## config.mk

```make
export PLATFORM = sky130hd
export DESIGN_NAME = jedro_1_fetch_queue
export DESIGN_NICKNAME = d
export VERILOG_FILES = /design/src/rtl/jedro_1_fetch_queue.sv
export SDC_FILE = /design/constraint.sdc
export NUM_CORES = 1
export LEC_CHECK = 0
export CORE_ASPECT_RATIO = 0.8
export CORE_MARGIN = 10
export CORE_UTILIZATION = 50
export DETAILED_ROUTE_END_ITERATION = 16
export DONT_BUFFER_PORTS = 1
export HOLD_SLACK_MARGIN = 0.08
export PLACE_DENSITY = 0.72
export REMOVE_ABC_BUFFERS = 1
export SLEW_MARGIN = 20
export SYNTH_ARGS = -nofsm -noshare
export SYNTH_HDL_FRONTEND = slang
export SYNTH_SLANG_ARGS = --single-unit
```

## constraint.sdc

```tcl
create_clock -name clk_i -period 2.71 [get_ports clk_i]
set_input_delay 0.542 -clock clk_i [delete_from_list [all_inputs] [get_ports clk_i]]
set_output_delay 0.542 -clock clk_i [all_outputs]
set_load 0.03 [all_outputs]
```

## src/rtl/jedro_1_fetch_queue.sv

```systemverilog
// Instruction fetch queue: buffers {pc, instr} pairs between fetch and decode,
// flags misaligned PCs and discards everything on a jump.
module jedro_1_fetch_queue #(
  parameter int DEPTH      = 4,
  parameter int DATA_WIDTH = 32
) (
  input  logic                       clk_i,
  input  logic                       rstn_i,
  input  logic [DATA_WIDTH-1:0]      in_instr_i,
  input  logic [DATA_WIDTH-1:0]      in_pc_i,
  input  logic                       in_valid_i,
  output logic                       in_ready_o,
  output logic [DATA_WIDTH-1:0]      out_instr_o,
  output logic [DATA_WIDTH-1:0]      out_pc_o,
  output logic                       out_misaligned_o,
  output logic                       out_valid_o,
  input  logic                       out_ready_i,
  input  logic                       flush_i,
  output logic [$clog2(DEPTH):0]     count_o
);

  localparam int PTR_W = $clog2(DEPTH);
  localparam int CNT_W = PTR_W + 1;

  logic [DATA_WIDTH-1:0] instr_mem [DEPTH];
  logic [DATA_WIDTH-1:0] pc_mem    [DEPTH];
  logic                  mis_mem   [DEPTH];

  logic [PTR_W-1:0] wr_ptr;
  logic [PTR_W-1:0] rd_ptr;
  logic [CNT_W-1:0] count;
  logic             push;
  logic             pop;

  // Ready/valid come only from the count register, so no ready-to-ready path.
  assign in_ready_o  = (count != CNT_W'(DEPTH));
  assign out_valid_o = (count != '0);
  assign push        = in_valid_i & in_ready_o;
  assign pop         = out_valid_o & out_ready_i;
  assign count_o     = count;

  assign out_instr_o      = out_valid_o ? instr_mem[rd_ptr] : '0;
  assign out_pc_o         = out_valid_o ? pc_mem[rd_ptr]    : '0;
  assign out_misaligned_o = out_valid_o ? mis_mem[rd_ptr]   : 1'b0;

  always_ff @(posedge clk_i or negedge rstn_i) begin
    if (!rstn_i) begin
      wr_ptr <= '0;
      rd_ptr <= '0;
      count  <= '0;
    end else if (flush_i) begin
      wr_ptr <= '0;
      rd_ptr <= '0;
      count  <= '0;
    end else begin
      if (push) wr_ptr <= wr_ptr + PTR_W'(1);
      if (pop)  rd_ptr <= rd_ptr + PTR_W'(1);
      if (push && !pop)      count <= count + CNT_W'(1);
      else if (pop && !push) count <= count - CNT_W'(1);
    end
  end

  // Storage is deliberately not reset; reads are masked by count instead.
  always_ff @(posedge clk_i) begin
    if (push && !flush_i) begin
      instr_mem[wr_ptr] <= in_instr_i;
      pc_mem[wr_ptr]    <= in_pc_i;
      mis_mem[wr_ptr]   <= (in_pc_i[1:0] != 2'b00);
    end
  end

endmodule

```

==> results.toml <==
[setup_path]
reg2reg_depth = 6
endpoint_kind = "primary output"
r2r-end = "count_o[1]$_DFFE_PN0P_"
required_ns = 2.17
arrival_ns = 2.11
r2r_start = "count_o[0]$_DFFE_PN0P_"
worst-path-max-fanout = 9
r2r_setup_slack_ns = 0.35
startpoint_type = "flip-flop"
endpoint = "out_instr_o[21]"
crit_type = "flip-flop to primary output"
crit_start = "rd_ptr[0]$_DFFE_PN0P_"

[global_routing]
antenna_found_initial = 0
grt_overflow_total = 0
first_global_vias = 4905
grt_pass1_wl_um = 30200
grt_max_degree = 69
grt_usage_pct = 14.4

[synth]
postSynth.asyncResetShare_pct = 2.62
yosysMostFrequentCell = "edfxtp_1"
yosys-top-cells-area = "edfxtp_1 75%, mux4_2 14%, and2_1 4.1%"
postSynthAreaPerCell_um2 = 21.8
ys_warn_count = 0
syn_area_mm2 = 0.0104
yosys.area.top_type_share_pct = 75.0
ys_types = 36
synthCells = 477
synth_top_area_cell = "edfxtp_1"
synth_top_cells_by_count = "260 x edfxtp_1, 69 x and2_1, 65 x mux4_2"
synth_edf_count = 260
ys.flop_type = "edfxtp_1"
synth_seq_cells = 267
seq_area_frac_synth_pct = 76.7

[die]
rows = 47
start_util_pct = 50.6
num_io_pins = 139
die_x_um = 181
fp.dieH_um = 149
dieArea_mm2 = 0.0270
core_mm2 = 0.0206

[sta]
fin_skew_ns = 0.00851
finalWorstSetupSlack_ns = 0.0571
setup_tns_ns = 0
worst_pin_slew_ns = 0.414
fin_crit_sh_pct = 97.9
max_freq_ghz = 0.377
maxSlewViolCount = 0
finalCriticalPeriod_ns = 2.65
hold_violations = 0
setup-violations-final = 0
slew_headroom_pct = 72.4

[finish]
syn_to_final_growth_pct = 15.1
drive_gt1_share_pct = 33.0
multi_input_area_mm2 = 0.00225
diodes = 0
fin_nets = 584
fill_cells = 1470
regArea_mm2 = 0.00799

[cts]
cts_sinks = 267
cts_tree = "yes"
root_buffer = "clkbuf_16"
clockBufferDepth = 3
numCtsBuffers = 26
path_clk_slew_ns = 0.06
clkLatencyLatePin_ns = 0.52
h-tree-depth = 1

[drt]
viasPerCell = 5.76
firstDrtPassIters = 4
drtIter0Drc = 286
vias = 4605
drc = 0
finalWirelength_um = 20300
wl_per_cell_um = 25.5
ant_nets = 0

[power]
p_leak_nw = 3.81
p_per_area_mw_per_mm2 = 979
max-vdd-ir-drop_mv = 0.642

[min_path]
hold_class = "input pin to flip-flop"

[place]
dp_hpwl_um = 12000
globalplace.congestion = 0.763
dp_slack_ns = 0.407
port_buffers = 0

[job]
max_cap_viol_count = 0

[run_status]
status = "finished clean"
[critical path, cell delays in order (launching register included)]
cell       delay (ns)
dfrtp_4          0.43
buf_4            0.16
clkbuf_16        0.19
mux4_2           0.51
and2_2           0.28
[per-stage QoR]
step	cells	instance area (µm²)	hold WS, ns	total power, mW	util [%]
after floorplan	450	10200	0.246	7.17	-
after global placement	740	10800	0.247	7.66	52.5
after detailed placement	740	10800	0.247	7.71	52.5
after CTS	791	11800	0.0850	11.6	57.3
after global routing	799	12000	0.0844	12.2	58.2
final	799	12000	0.110	11.7	58.2
[layout make-up]
cell class	count	area share, %
timing repair buffer	32	3.72
inverter	5	0.157
tap	269	2.81
clock inverter	18	2.05
multi-input combinational	178	18.8
clock buffer	30	5.74
sequential	267	66.7
[power by group]
group / leakage (nW) / internal (mW) / switching [mW] / total (mW)
Clock: 0.455 / 2.39 / 1.46 / 3.85
Sequential: 2.45 / 4.76 / 0.0794 / 4.84
Combinational: 0.905 / 1.11 / 1.93 / 3.04
[flip-flops by register name, indices dropped and copies added (netlist names)]
signal,count
wr_ptr,2
count_o,3
mis_mem,4
instr_mem,128
rd_ptr,2
pc_mem,128
[layout by cell type, fill, tap and decap left out, drive strengths merged, types with 2 or more instances in the layout]
| cell type | Yosys | routed |
|---|---|---|
| edfxtp | 260 | 260 |
| and2 | 69 | 69 |
| mux4 | 65 | 65 |
| clkbuf | 10 | 34 |
| buf | 17 | 26 |
| clkinv | 0 | 11 |
| dfrtp | 7 | 7 |
| bufinv | 0 | 6 |
| nand2 | 6 | 6 |
| inv | 5 | 5 |
| nor2 | 5 | 5 |
| a21oi | 4 | 4 |
| ha | 4 | 4 |
| nand3 | 3 | 3 |
| xnor2 | 2 | 2 |
| xor2 | 2 | 2 |
| o22ai | 2 | 2 |
| dlygate4sd3 | 0 | 2 |
[per-layer routing]
metal	share of wire, %	GRT usage (%)	vias up	wire length, µm
met1	38	17.3	2389	7770
met3	13	6.94	29	2560
met5	0	0	-	0
li1	-	-	1990	-
met4	1.9	3.33	0	396
met2	47	23.3	197	9620
[cell families after synthesis]
kind of cell               count (synthesis)  synth area share (%)
DFF                                      267                  76.7
and+or+nand+nor                           90                  5.16
muxes                                     66                  14.2
buffers and inverters                     32                  2.12
AOI/OAI and AO/OA                         13                 0.842
adders and majority gates                  5                 0.673
xor gates and xnor gates                   4                 0.337
[what timing repair did]
action | in CTS | in global routing
setup endpoints to repair | 65 | 64
setup buffers | 1 | 3
hold buffers | 2 | 0
cloned | 0 | 5
endpoints found under the hold margin | 14 | 0
resized for setup | 11 | 24
[worst min-delay path by stage]
stage | start | to | slack [ns] | depth (start not counted)
finish | in_instr_i[29] | instr_mem[0][29]$_DFFE_PP_ | 0.11 | 0
global route | in_pc_i[30] | pc_mem[0][30]$_DFFE_PP_ | 0.08 | 0
CTS | in_pc_i[4] | pc_mem[2][4]$_DFFE_PP_ | 0.08 | 0
detailed placement | rstn_i | count_o[1]$_DFFE_PN0P_ | 0.25 | 0
global placement | rstn_i | count_o[1]$_DFFE_PN0P_ | 0.25 | 0
floorplan | rstn_i | count_o[0]$_DFFE_PN0P_ | 0.25 | 0
Note: power is estimated with default switching activity, not from simulation.
